File: config.mk
export PLATFORM = sky130hd
export DESIGN_NAME = mem_access
export DESIGN_NICKNAME = d
export VERILOG_FILES = /design/src/rtl/mem_access.sv
export SDC_FILE = /design/constraint.sdc
export NUM_CORES = 1
export LEC_CHECK = 0
export CAP_MARGIN = 5
export CORE_ASPECT_RATIO = 0.75
export CORE_MARGIN = 8
export CORE_UTILIZATION = 46
export CTS_BUF_LIST = sky130_fd_sc_hd__clkbuf_4 sky130_fd_sc_hd__clkbuf_8
export CTS_CLUSTER_SIZE = 40
export DETAILED_ROUTE_END_ITERATION = 16
export PLACE_DENSITY = 0.83
export SLEW_MARGIN = 0
export SYNTH_ARGS = -nofsm -noshare
export SYNTH_HDL_FRONTEND = slang
export SYNTH_SLANG_ARGS = --single-unit
export TNS_END_PERCENT = 20
File: constraint.sdc
create_clock -name sys_clk -period 1.81 [get_ports sys_clk]
set_input_delay 0.2715 -clock sys_clk [delete_from_list [all_inputs] [get_ports sys_clk]]
set_output_delay 0.2715 -clock sys_clk [all_outputs]
set_load 0.005 [all_outputs]
File: src/rtl/mem_access.sv
// Memory-access stage: turns the execute result into a word-aligned data-memory
// request, aligns and extends load data, and raises stall while an access is in flight.
module mem_access (
  input  logic        sys_clk,
  input  logic        rst_n,
  input  logic        in_valid,
  input  logic [31:0] in_result,
  input  logic [31:0] in_store_data,
  input  logic [5:0]  opcode,
  input  logic        is_load_store,
  input  logic [4:0]  in_dest,
  input  logic        in_wen,
  output logic        mem_req,
  output logic        mem_we,
  output logic [31:0] mem_addr,
  output logic [3:0]  mem_wstrb,
  output logic [31:0] mem_wdata,
  input  logic [31:0] mem_rdata,
  input  logic        mem_ack,
  output logic        out_valid,
  output logic [31:0] out_data,
  output logic [4:0]  out_dest,
  output logic        out_wen,
  output logic        addr_err,
  output logic        stall
);

  localparam logic [5:0] OP_LB  = 6'b100000;
  localparam logic [5:0] OP_LH  = 6'b100001;
  localparam logic [5:0] OP_LW  = 6'b100011;
  localparam logic [5:0] OP_LBU = 6'b100100;
  localparam logic [5:0] OP_LHU = 6'b100101;
  localparam logic [5:0] OP_SB  = 6'b101000;
  localparam logic [5:0] OP_SH  = 6'b101001;
  localparam logic [5:0] OP_SW  = 6'b101011;

  typedef enum logic {IDLE = 1'b0, REQ = 1'b1} state_t;
  state_t state, state_next;

  // Decode of the incoming instruction.
  logic op_byte, op_half, op_word, op_load, aligned, legal;
  always_comb begin
    op_byte = (opcode == OP_LB) || (opcode == OP_LBU) || (opcode == OP_SB);
    op_half = (opcode == OP_LH) || (opcode == OP_LHU) || (opcode == OP_SH);
    op_word = (opcode == OP_LW) || (opcode == OP_SW);
    op_load = ~opcode[3];
    aligned = 1'b1;
    if (op_half) aligned = ~in_result[0];
    if (op_word) aligned = (in_result[1:0] == 2'b00);
    legal = (op_byte | op_half | op_word) & aligned;
  end

  // Store data is replicated across lanes so memory only has to honour the strobes.
  logic [31:0] st_wdata;
  logic [3:0]  st_wstrb;
  always_comb begin
    st_wdata = in_store_data;
    st_wstrb = 4'b1111;
    if (op_byte) begin
      st_wdata = {4{in_store_data[7:0]}};
      st_wstrb = 4'b0001 << in_result[1:0];
    end else if (op_half) begin
      st_wdata = {2{in_store_data[15:0]}};
      st_wstrb = in_result[1] ? 4'b1100 : 4'b0011;
    end
    if (op_load) st_wstrb = 4'b0000;
  end

  // Values captured at accept time and used when the ack returns.
  logic [5:0] op_q;
  logic [1:0] lane_q;
  logic [4:0] dest_q;

  logic [7:0]  rd_byte;
  logic [15:0] rd_half;
  logic [31:0] load_data;
  always_comb begin
    case (lane_q)
      2'd0:    rd_byte = mem_rdata[7:0];
      2'd1:    rd_byte = mem_rdata[15:8];
      2'd2:    rd_byte = mem_rdata[23:16];
      default: rd_byte = mem_rdata[31:24];
    endcase
    rd_half = lane_q[1] ? mem_rdata[31:16] : mem_rdata[15:0];
    case (op_q)
      OP_LB:   load_data = {{24{rd_byte[7]}}, rd_byte};
      OP_LBU:  load_data = {24'd0, rd_byte};
      OP_LH:   load_data = {{16{rd_half[15]}}, rd_half};
      OP_LHU:  load_data = {16'd0, rd_half};
      OP_LW:   load_data = mem_rdata;
      default: load_data = 32'd0;
    endcase
  end

  // FSM state register.
  always_ff @(posedge sys_clk) begin
    if (!rst_n) state <= IDLE;
    else        state <= state_next;
  end

  logic accept, complete;

  // FSM next state.
  always_comb begin
    state_next = state;
    case (state)
      IDLE:    if (accept) state_next = REQ;
      REQ:     if (mem_ack) state_next = IDLE;
      default: state_next = IDLE;
    endcase
  end

  // FSM outputs. Handshake: mem_req rises the cycle after accept and holds with
  // stable address/data until the first cycle mem_ack is seen high; that cycle
  // completes the access and mem_ack in any other cycle has no effect.
  always_comb begin
    accept   = (state == IDLE) && in_valid && is_load_store && legal;
    complete = (state == REQ) && mem_ack;
    stall    = accept || ((state == REQ) && !mem_ack);
  end

  always_ff @(posedge sys_clk) begin
    if (!rst_n) begin
      mem_req   <= 1'b0;
      mem_we    <= 1'b0;
      mem_addr  <= 32'd0;
      mem_wstrb <= 4'd0;
      mem_wdata <= 32'd0;
      out_valid <= 1'b0;
      out_data  <= 32'd0;
      out_dest  <= 5'd0;
      out_wen   <= 1'b0;
      addr_err  <= 1'b0;
      op_q      <= 6'd0;
      lane_q    <= 2'd0;
      dest_q    <= 5'd0;
    end else begin
      out_valid <= 1'b0;
      out_wen   <= 1'b0;
      addr_err  <= 1'b0;
      if (state == IDLE && in_valid) begin
        if (!is_load_store) begin
          out_valid <= 1'b1;
          out_data  <= in_result;
          out_dest  <= in_dest;
          out_wen   <= in_wen;
        end else if (!legal) begin
          out_valid <= 1'b1;
          addr_err  <= 1'b1;
          out_data  <= 32'd0;
          out_dest  <= in_dest;
        end else begin
          mem_req   <= 1'b1;
          mem_we    <= ~op_load;
          mem_addr  <= {in_result[31:2], 2'b00};
          mem_wstrb <= st_wstrb;
          mem_wdata <= st_wdata;
          op_q      <= opcode;
          lane_q    <= in_result[1:0];
          dest_q    <= in_dest;
        end
      end else if (complete) begin
        mem_req   <= 1'b0;
        out_valid <= 1'b1;
        out_data  <= load_data;
        out_dest  <= dest_q;
        out_wen   <= ~op_q[3];
      end
    end
  end

endmodule

==> impl_results.md <==
* Leading area contributor after synthesis: dfxtp_1
* H-tree depth at 4
* Register share of total power at 45.0%
* Crit share post-route at 99.4%
* Final nets at 1,047
* Fmax at 556 MHz
* Starting Density at 47.5%
* CP max FO at 4
* Global-route wire length before repair at 34,200 µm
* Initial antenna violation count at 0
* Port bufs at 221
* Synth top area share at 41.2%
* Synth Instances at 680
* Placed cell area at 0.00869 mm²
* Area added between synthesis and finish at 56.1%
* TritonRoute pass-1 iters at 5
* Worst reg2reg endpoint: out_data[7]
* Top FF cell, synth: dfxtp_1
* Crit path kind: register to register
* Crit path cell chain: nand4bb_2, a211oi_4, buf_4, a22oi_1, a21oi_1, o221a_1
* Max clock buf depth at 2
* Wire length on met3 at 2350 µm
* Leak pwr at 0.00346 µW
* Core Area at 0.0124 mm²
* Worst hold slack at 0.253 ns
* CP bufs+invs at 1
* Number of global-route vias before repair at 6,375
* Slew margin rel. at 65.7%
* Worst-Margin Slew at 0.514 ns
* Combinational share of power at 15.8%
* Cells taking the most area after synthesis: dfxtp_1 (41%), nand2_1 (12%), a21boi_1 (7.5%)
* Commonest non-fill, non-tap cell in the layout: clkdlybuf4s50_1
* Largest net degree at the start of global routing at 64
* RSZ-0062 raised after global routing: true
* Worst Hold Depth at 2
* R2R Setup Slk at 0.01 ns
* Crit path required time at 2.18 ns
* R2r worst-path depth at 6
* Final setup viols at 0
* Met1 wire length at 8980 µm
* Status: finished clean
* DRT iter0 DRCs at 575
* DRC Markers at 0
* Gpl congestion at 0.936
* Total power at 6200 µW
* Die area at 0.0167 mm²
* Highest Signal Layer: met4
* Setup crit start: op_q[4]
* Crit path max-delay family: compound AO/OA/AOI/OAI gates
* Max_cap viols at 0
* Clock transition at path regs at 0.07 ns
* Critical path's largest stage delay at 0.35 ns
* Syn avg cell area at 8.65 µm²
* Post-layout min period at 1.80 ns
* CP Capture Type: register
* Die width at 147 µm
* CP startpoint kind: register
* Final Cell Area at 0.00918 mm²
* Most frequent cells in the layout: clkdlybuf4s50_1 (215), nand2_1 (182), dfxtp_1 (121), buf_4 (64), a21boi_1 (59)
* CTS sink count at 121
* Sum of negative setup slack at 0 ns
* Wire per inst at 19.9 µm
* Clock power share at 39.2%
* Root buf cell: clkbuf_8
* Switching Fraction at 24.5%
* Worst path depth at 6
* Worst vdd ir at 482 µV
* Num CTS Buffers at 17
* Worst r2r src: op_q[4]
* Diode count at 0
* Post-synth ARST share at 0%
* FP Rows at 35
* Met2 WL at 10,200 µm
* Distinct cell type count after synthesis at 44
* EDFF count, synth at 0
* ANT nets after route at 0
* Pint at 4680 µW
* Power per cell area at 675 mW/mm²
* Hold Path Class: input pin to register
* Synth Register Bits at 121
* Total global-route track usage at 25.4%
* I/O pins at 224
* Clock Skew at 0.0105 ns
* Endpoints failing hold at 0
* Share of layout cells above drive strength 1 at 14.6%
* Synth Cell Area at 0.00588 mm²
* Clock Latency Late Sink at 0.43 ns
* Seq/Total Area, Yosys at 41.2%
* Data arrival, critical path at 2.17 ns
* Overflow after GRT at 0
* Via density at 5.73
* CTS tree: done
* Routed vias at 6,378
* Post-Route WL at 22,100 µm
* Max-slew violation count at 0
* Hpwl dp at 16,200 µm
* Die Height at 114 µm
* YS warnings at 0
* Worst setup endpoint: out_data[7]
* Switching power at 1520 µW
* Cell with the largest stage delay on the worst path: nand4bb_2
## per-layer routing
metal,global-route usage (%),vias to the layer above
met5,0,-
met4,9.65,0
met3,7.87,48
met2,41.0,360
li1,-,2946
met1,31.3,3024
## cells in the mapped netlist, types with 12 or more instances
cell type,instances
clkbuf_1,28
a21oi_1,12
nand3_1,13
nand2_1,182
buf_2,27
o31ai_1,23
o211a_1,16
dfxtp_1,121
a31oi_1,29
mux2i_1,26
a22oi_1,15
a21boi_1,59
a21o_1,16
## stage by stage
stage	std cells	setup slack [ns]	util [%]
final	1113	0.0108	74.1
after global routing	1113	-0.0410	74.1
after floorplan	681	0.151	-
after detailed placement	1078	-0.484	70.1
after CTS	1110	-0.0131	73.3
after global placement	1078	-0.461	70.1
## sequential cells by signal, summed over array words and instances, names as in the netlist
signal and count:
mem_addr 30, out_dest 5, out_data 32, state 1
out_valid 1, out_wen 1, addr_err 1, mem_wstrb 4
lane_q 2, mem_wdata 32, mem_req 1, dest_q 5
op_q 6
## kinds of logic (layout without fill, tap and decap cells)
| family | count (synthesis) | count (layout) | share of synthesized area (%) |
|---|---|---|---|
| buffers and inverters | 67 | 333 | 5.17 |
| AOI/OAI and AO/OA | 226 | 226 | 29.2 |
| DFF | 121 | 121 | 41.2 |
| and+or+nand+nor | 231 | 231 | 16.9 |
| muxes | 34 | 34 | 7.49 |
| other | 1 | 2 | 0.0638 |
## cell type report
type | instances | area, µm²
clock buffer | 24 | 299
timing repair buffer | 297 | 2930
multi-input combinational | 493 | 3210
sequential | 121 | 2420
tap | 166 | 208
fill | 869 | 3210
inverter | 4 | 15.0
clock inverter | 8 | 95.1
## power groups by stage
stage	clock network [µW]	logic, µW	registers (µW)
floorplan	0	314	2840
global placement	0	937	2840
detailed placement	0	954	2850
CTS	2460	964	2790
global route	2600	1040	2790
finish	2430	980	2790
## worst min-delay path by stage
stage	start	endpoint	slack, ns
2_1_floorplan	in_dest[0]	dest_q[0]	0.41
3_3_place_gp	mem_addr[11]	mem_addr[11]	0.44
3_5_place_dp	mem_addr[23]	mem_addr[23]	0.45
4_1_cts	rst_n	mem_wdata[20]	0.23
5_1_grt	rst_n	mem_wdata[19]	0.25
6_report	rst_n	mem_wdata[9]	0.25
## timing repair
action / 4_1_cts / 5_1_grt
gates cloned: 0 / 1
resized for setup: 9 / 13
setup buffers: 0 / 2
hold buffers: 0 / 0
pin swaps: 2 / 3
endpoints found under the setup margin: 8 / 87
Note: power is estimated with default switching activity, not from simulation.
